===== src/rtl/multi_timer.sv =====
`default_nettype none
// multi_timer: shared prescaler strobe driving CHANNELS independent one-shot/periodic
// threshold timers with start/stop control.
module multi_timer #(
  parameter int WIDTH     = 10,
  parameter int CHANNELS  = 4,
  parameter int PRE_WIDTH = 8
) (
  input  logic                      clk,
  input  logic                      reset_n,
  input  logic                      en,
  input  logic [PRE_WIDTH-1:0]      prescale,
  input  logic [CHANNELS-1:0]       start,
  input  logic [CHANNELS-1:0]       stop,
  input  logic [CHANNELS-1:0]       periodic,
  input  logic [CHANNELS*WIDTH-1:0] threshold,
  output logic [CHANNELS-1:0]       running,
  output logic [CHANNELS-1:0]       finished,
  output logic [CHANNELS-1:0]       tick,
  output logic [CHANNELS*WIDTH-1:0] count
);

  typedef enum logic [1:0] {
    IDLE = 2'd0,
    RUN  = 2'd1,
    DONE = 2'd2
  } state_t;

  logic [PRE_WIDTH-1:0] pre_ctr;
  logic                 stb;

  // Free-running; a start never resynchronises it.
  assign stb = en && (pre_ctr >= prescale);

  always_ff @(posedge clk) begin
    if (!reset_n) begin
      pre_ctr <= '0;
    end else if (en) begin
      if (stb) begin
        pre_ctr <= '0;
      end else begin
        pre_ctr <= pre_ctr + 1'b1;
      end
    end
  end

  for (genvar i = 0; i < CHANNELS; i++) begin : g_ch
    state_t             state;
    logic [WIDTH-1:0]   ctr;
    logic [WIDTH-1:0]   thr_q;
    logic               per_q;
    logic               fin_q;
    logic               tick_q;

    always_ff @(posedge clk) begin
      if (!reset_n) begin
        state  <= IDLE;
        ctr    <= '0;
        thr_q  <= '0;
        per_q  <= 1'b0;
        fin_q  <= 1'b0;
        tick_q <= 1'b0;
      end else begin
        tick_q <= 1'b0;
        if (stop[i]) begin
          state <= IDLE;
          ctr   <= '0;
          fin_q <= 1'b0;
        end else if (start[i]) begin
          state <= RUN;
          ctr   <= '0;
          fin_q <= 1'b0;
          thr_q <= threshold[i*WIDTH +: WIDTH];
          per_q <= periodic[i];
        end else if (state == RUN && stb) begin
          // ctr never passes thr_q, so the maximum threshold cannot wrap.
          if (ctr >= thr_q) begin
            tick_q <= 1'b1;
            if (per_q) begin
              ctr <= '0;
            end else begin
              fin_q <= 1'b1;
              state <= DONE;
            end
          end else begin
            ctr <= ctr + 1'b1;
          end
        end
      end
    end

    assign running[i]                = (state == RUN);
    assign finished[i]               = fin_q;
    assign tick[i]                   = tick_q;
    assign count[i*WIDTH +: WIDTH]   = ctr;
  end

endmodule
`default_nettype wire

===== config.mk =====
export PLATFORM = sky130hd
export DESIGN_NAME = multi_timer
export DESIGN_NICKNAME = d
export VERILOG_FILES = /design/src/rtl/multi_timer.sv
export SDC_FILE = /design/constraint.sdc
export NUM_CORES = 1
export LEC_CHECK = 0
export ABC_CLOCK_PERIOD_IN_PS = 2800
export BUFFER_PORTS_ARGS = -buffer_cell sky130_fd_sc_hd__buf_2
export CAP_MARGIN = 20
export CORE_UTILIZATION = 56
export CTS_CLUSTER_DIAMETER = 150
export DETAILED_ROUTE_END_ITERATION = 8
export PLACE_DENSITY = 0.91
export SLEW_MARGIN = 0
export SYNTH_ARGS = -nofsm -noshare
export SYNTH_HDL_FRONTEND = slang
export SYNTH_SLANG_ARGS = --single-unit

===== constraint.sdc =====
create_clock -name clk -period 2.8 [get_ports clk]
set_input_delay 0.28 -clock clk [delete_from_list [all_inputs] [get_ports clk]]
set_output_delay 0.28 -clock clk [all_outputs]
set_load 0.01 [all_outputs]

==> results.sh <==
export IMPL_critPathMaxStageDelay_ns=0.54
export IMPL_ir_worst_vdd_mv=0.296
export IMPL_cts_buffers=9
export IMPL_reg2reg_depth=8
export IMPL_finalWirelength_um=12800
export IMPL_design_area_sq_mm=0.00664
export IMPL_vias=5228
export IMPL_startpoint_type="flip-flop"
export IMPL_num_io_pins=115
export IMPL_final_nets=918
export IMPL_outcome="completed"
export IMPL_drt_pass1_iterations=4
export IMPL_crit_family="compound AO/OA/AOI/OAI gates"
export IMPL_cp_slowest_cell="or4_1"
export IMPL_power_density_mw_per_mm2=424
export IMPL_max_freq_mhz=389
export IMPL_cts_setup_buffers=0
export IMPL_coreArea_sq_mm=0.00991
export IMPL_mostFrequentLayoutCell="nand2_1"
export IMPL_syn_area_sq_mm=0.00580
export IMPL_drive_gt1_share_pct=18.3
export IMPL_gp_congestion=0.833
export IMPL_cts_resized_gates=0
export IMPL_setup_violations_final=0
export IMPL_cts_tree="built"
export IMPL_synth_ff_type="dfxtp_1"
export IMPL_synth_edf_count=0
export IMPL_cp_num_cells=8
export IMPL_antenna_found_initial=0
export IMPL_r2r_slack_ns=0.23
export IMPL_finalCriticalPeriod_ns=2.57
export IMPL_dieArea_sq_mm=0.0108
export IMPL_areaGrowthSynthToFinish_pct=14.5
export IMPL_cap_violations=0
export IMPL_slew_headroom_pct=35.9
export IMPL_netlist_instances=700
export IMPL_synth_top_area_share_pct=35.9
export IMPL_synth_yosys_seq_area_share_pct=35.9
export IMPL_ys_top_cells_by_area="dfxtp_1, ha_1, nand2_1"
export IMPL_min_path_type="in2reg"
export IMPL_clk_pin_slew_ns=0.10
export IMPL_cp_max_fo=18
export IMPL_worstMarginPinSlew_ns=0.953
export IMPL_yosys_warnings=0
export IMPL_n_antenna_cell=0
export IMPL_synth_area_per_cell_sq_um=8.29
export IMPL_initial_core_util_pct=58.6
export IMPL_grt_pass1_vias=4773
export IMPL_io_buffers=114
export IMPL_drtIter0Drc=172
export IMPL_drtAntennaViolNets=0
export IMPL_fin_crit_sh_pct=91.8
export IMPL_final_cell_mix="nand2_1, buf_2, dfxtp_1, inv_1"
export IMPL_synthArstFlopShare_pct=0
export IMPL_finClkSkew_ns=0.0158
export IMPL_arrival_ns=2.87
export IMPL_die_y_um=104
export IMPL_rsz0062_at_grt="no"
export IMPL_cts_root_buffer="clkbuf_8"
export IMPL_rr_startpoint="g_ch[3].ctr[0]$_SDFFE_PP0P_"
export IMPL_startpoint="g_ch[3].ctr[0]$_SDFFE_PP0P_"
export IMPL_yosys_area_top_type="dfxtp_1"
export IMPL_worstSetupPathType="reg2reg"
export IMPL_die_w_um=104
export IMPL_timing_setup_tns_ns=0
export IMPL_track_usage_pct=24.0
export IMPL_crit_path_end_kind="flip-flop"
export IMPL_clk_latency_ns=0.36
export IMPL_critPathBufInv=1
export IMPL_postCtsHoldBufs=0
export IMPL_overflow=0
export IMPL_ys_seq_elements=104
export IMPL_cp_endpoint="g_ch[3].ctr[9]$_SDFFE_PP0P_"
export IMPL_grt_pass1_wl_um=21600
export IMPL_drc=0
export IMPL_rows=36
export IMPL_place_area_sq_mm=0.00644
export IMPL_r2r_end="g_ch[3].ctr[9]$_SDFFE_PP0P_"
export IMPL_via_per_inst=5.56
export IMPL_clock_path_buffers=2
export IMPL_p_leak_nw=2.73
export IMPL_required_ns=3.10
export IMPL_hold_violations=0
export IMPL_drv_slew=0
export IMPL_dp_hpwl_um=9860
export IMPL_crit_chain="inv_1 > ha_1 > nand2b_1 > a211oi_1 > nor3_1 > o31a_1 > or4_1 > a21oi_1"
export IMPL_grt_max_degree=34
export IMPL_routedWlPerCell_um=13.6
export IMPL_syn_nets=816
export IMPL_htree_levels=3
export IMPL_synth_cell_types=46
export IMPL_cts_sinks=104
## routing by layer
layer / routed length, um / track usage (%) / vias up
met5: 0 / 0 / -
met4: 161 / 6.02 / 0
met3: 539 / 5.03 / 16
met2: 6190 / 41.3 / 123
met1: 5910 / 30.5 / 2396
li1: - / - / 2693
## synth_stat cells, types with 4 or more instances
library cell  number
nand3_1           12
o21a_1             4
buf_4              8
xor2_1             4
and2_1             4
nand2_1          116
nand2b_1          16
o21ai_0           15
a211oi_1           4
inv_1             59
nor2b_1            8
nand4_1           17
ha_1              53
nor3_1            13
dfxtp_1          104
a21oi_1           53
a21boi_0          45
a21o_1             4
and3_1            11
o31a_1             7
or4_1             27
nor3b_1            6
a41oi_1            4
nor2_1            16
clkbuf_1          22
o31ai_1           30
## through the flow
step | cells | setup slack (ns) | hold WS [ns] | utilization (%) | power [mW]
2_1_floorplan | 700 | 0.510 | 0.389 | - | 1.78
3_3_place_gp | 924 | 0.323 | 0.442 | 65.0 | 1.88
3_5_place_dp | 924 | 0.253 | 0.457 | 65.0 | 1.89
4_1_cts | 940 | 0.231 | 0.136 | 67.0 | 2.84
5_1_grt | 940 | 0.0345 | 0.145 | 67.0 | 2.94
6_report | 940 | 0.229 | 0.155 | 67.0 | 2.82
## where the power goes
group | switching, mW | internal (mW) | total (mW)
registers | 0.0193 | 1.51 | 1.53
clock network | 0.515 | 0.441 | 0.956
logic | 0.198 | 0.131 | 0.329
## sequential cells by signal, indices dropped and copies added (netlist names)
register,flops
pre_ctr,8
g_ch.state,8
g_ch.tick_q,4
g_ch.thr_q,40
g_ch.per_q,4
g_ch.ctr,40
## area by class of cell
type	instances	area, sq um
repair buffers	126	661
clock inverters	4	53.8
inverters	59	221
well taps	133	166
clock buffers	12	145
multi-input cells	502	3310
flip-flops and latches	104	2080
fillers	878	3270
## how the worst min path moves through the flow
stage | from | endpoint | slack [ns] | cells past startpoint
after floorplan | start[0] | g_ch[0].state[0]$_SDFFE_PP0P_ | 0.39 | 2
after global placement | g_ch[0].state[0]$_SDFFE_PP0P_ | g_ch[0].state[0]$_SDFFE_PP0P_ | 0.44 | 2
after detailed placement | g_ch[3].thr_q[4]$_SDFFE_PN0P_ | g_ch[3].thr_q[4]$_SDFFE_PN0P_ | 0.46 | 2
after CTS | threshold[4] | g_ch[0].thr_q[4]$_SDFFE_PN0P_ | 0.14 | 3
after global routing | threshold[8] | g_ch[0].thr_q[8]$_SDFFE_PN0P_ | 0.14 | 3
final | start[1] | g_ch[1].state[0]$_SDFFE_PP0P_ | 0.15 | 3
## worst register-to-register path, stage by stage (launching register included)
cell	delay [ns]
dfxtp_1	0.43
inv_1	0.07
ha_1	0.30
nand2b_1	0.15
a211oi_1	0.27
nor3_1	0.11
o31a_1	0.47
or4_1	0.54
a21oi_1	0.17
## cells by family (layout without fill, tap and decap cells)
logic type,Yosys count,after routing,share of synthesized area [%]
AND/OR/NAND/NOR,262,262,23.1
AO/OA/AOI/OAI,181,181,21.7
adder cells (fa/ha/maj),53,53,11.4
XOR/XNOR,6,6,0.905
buffers and inverters,94,201,7.03
flip-flops,104,104,35.9
Power figures use the tool's default switching activity.
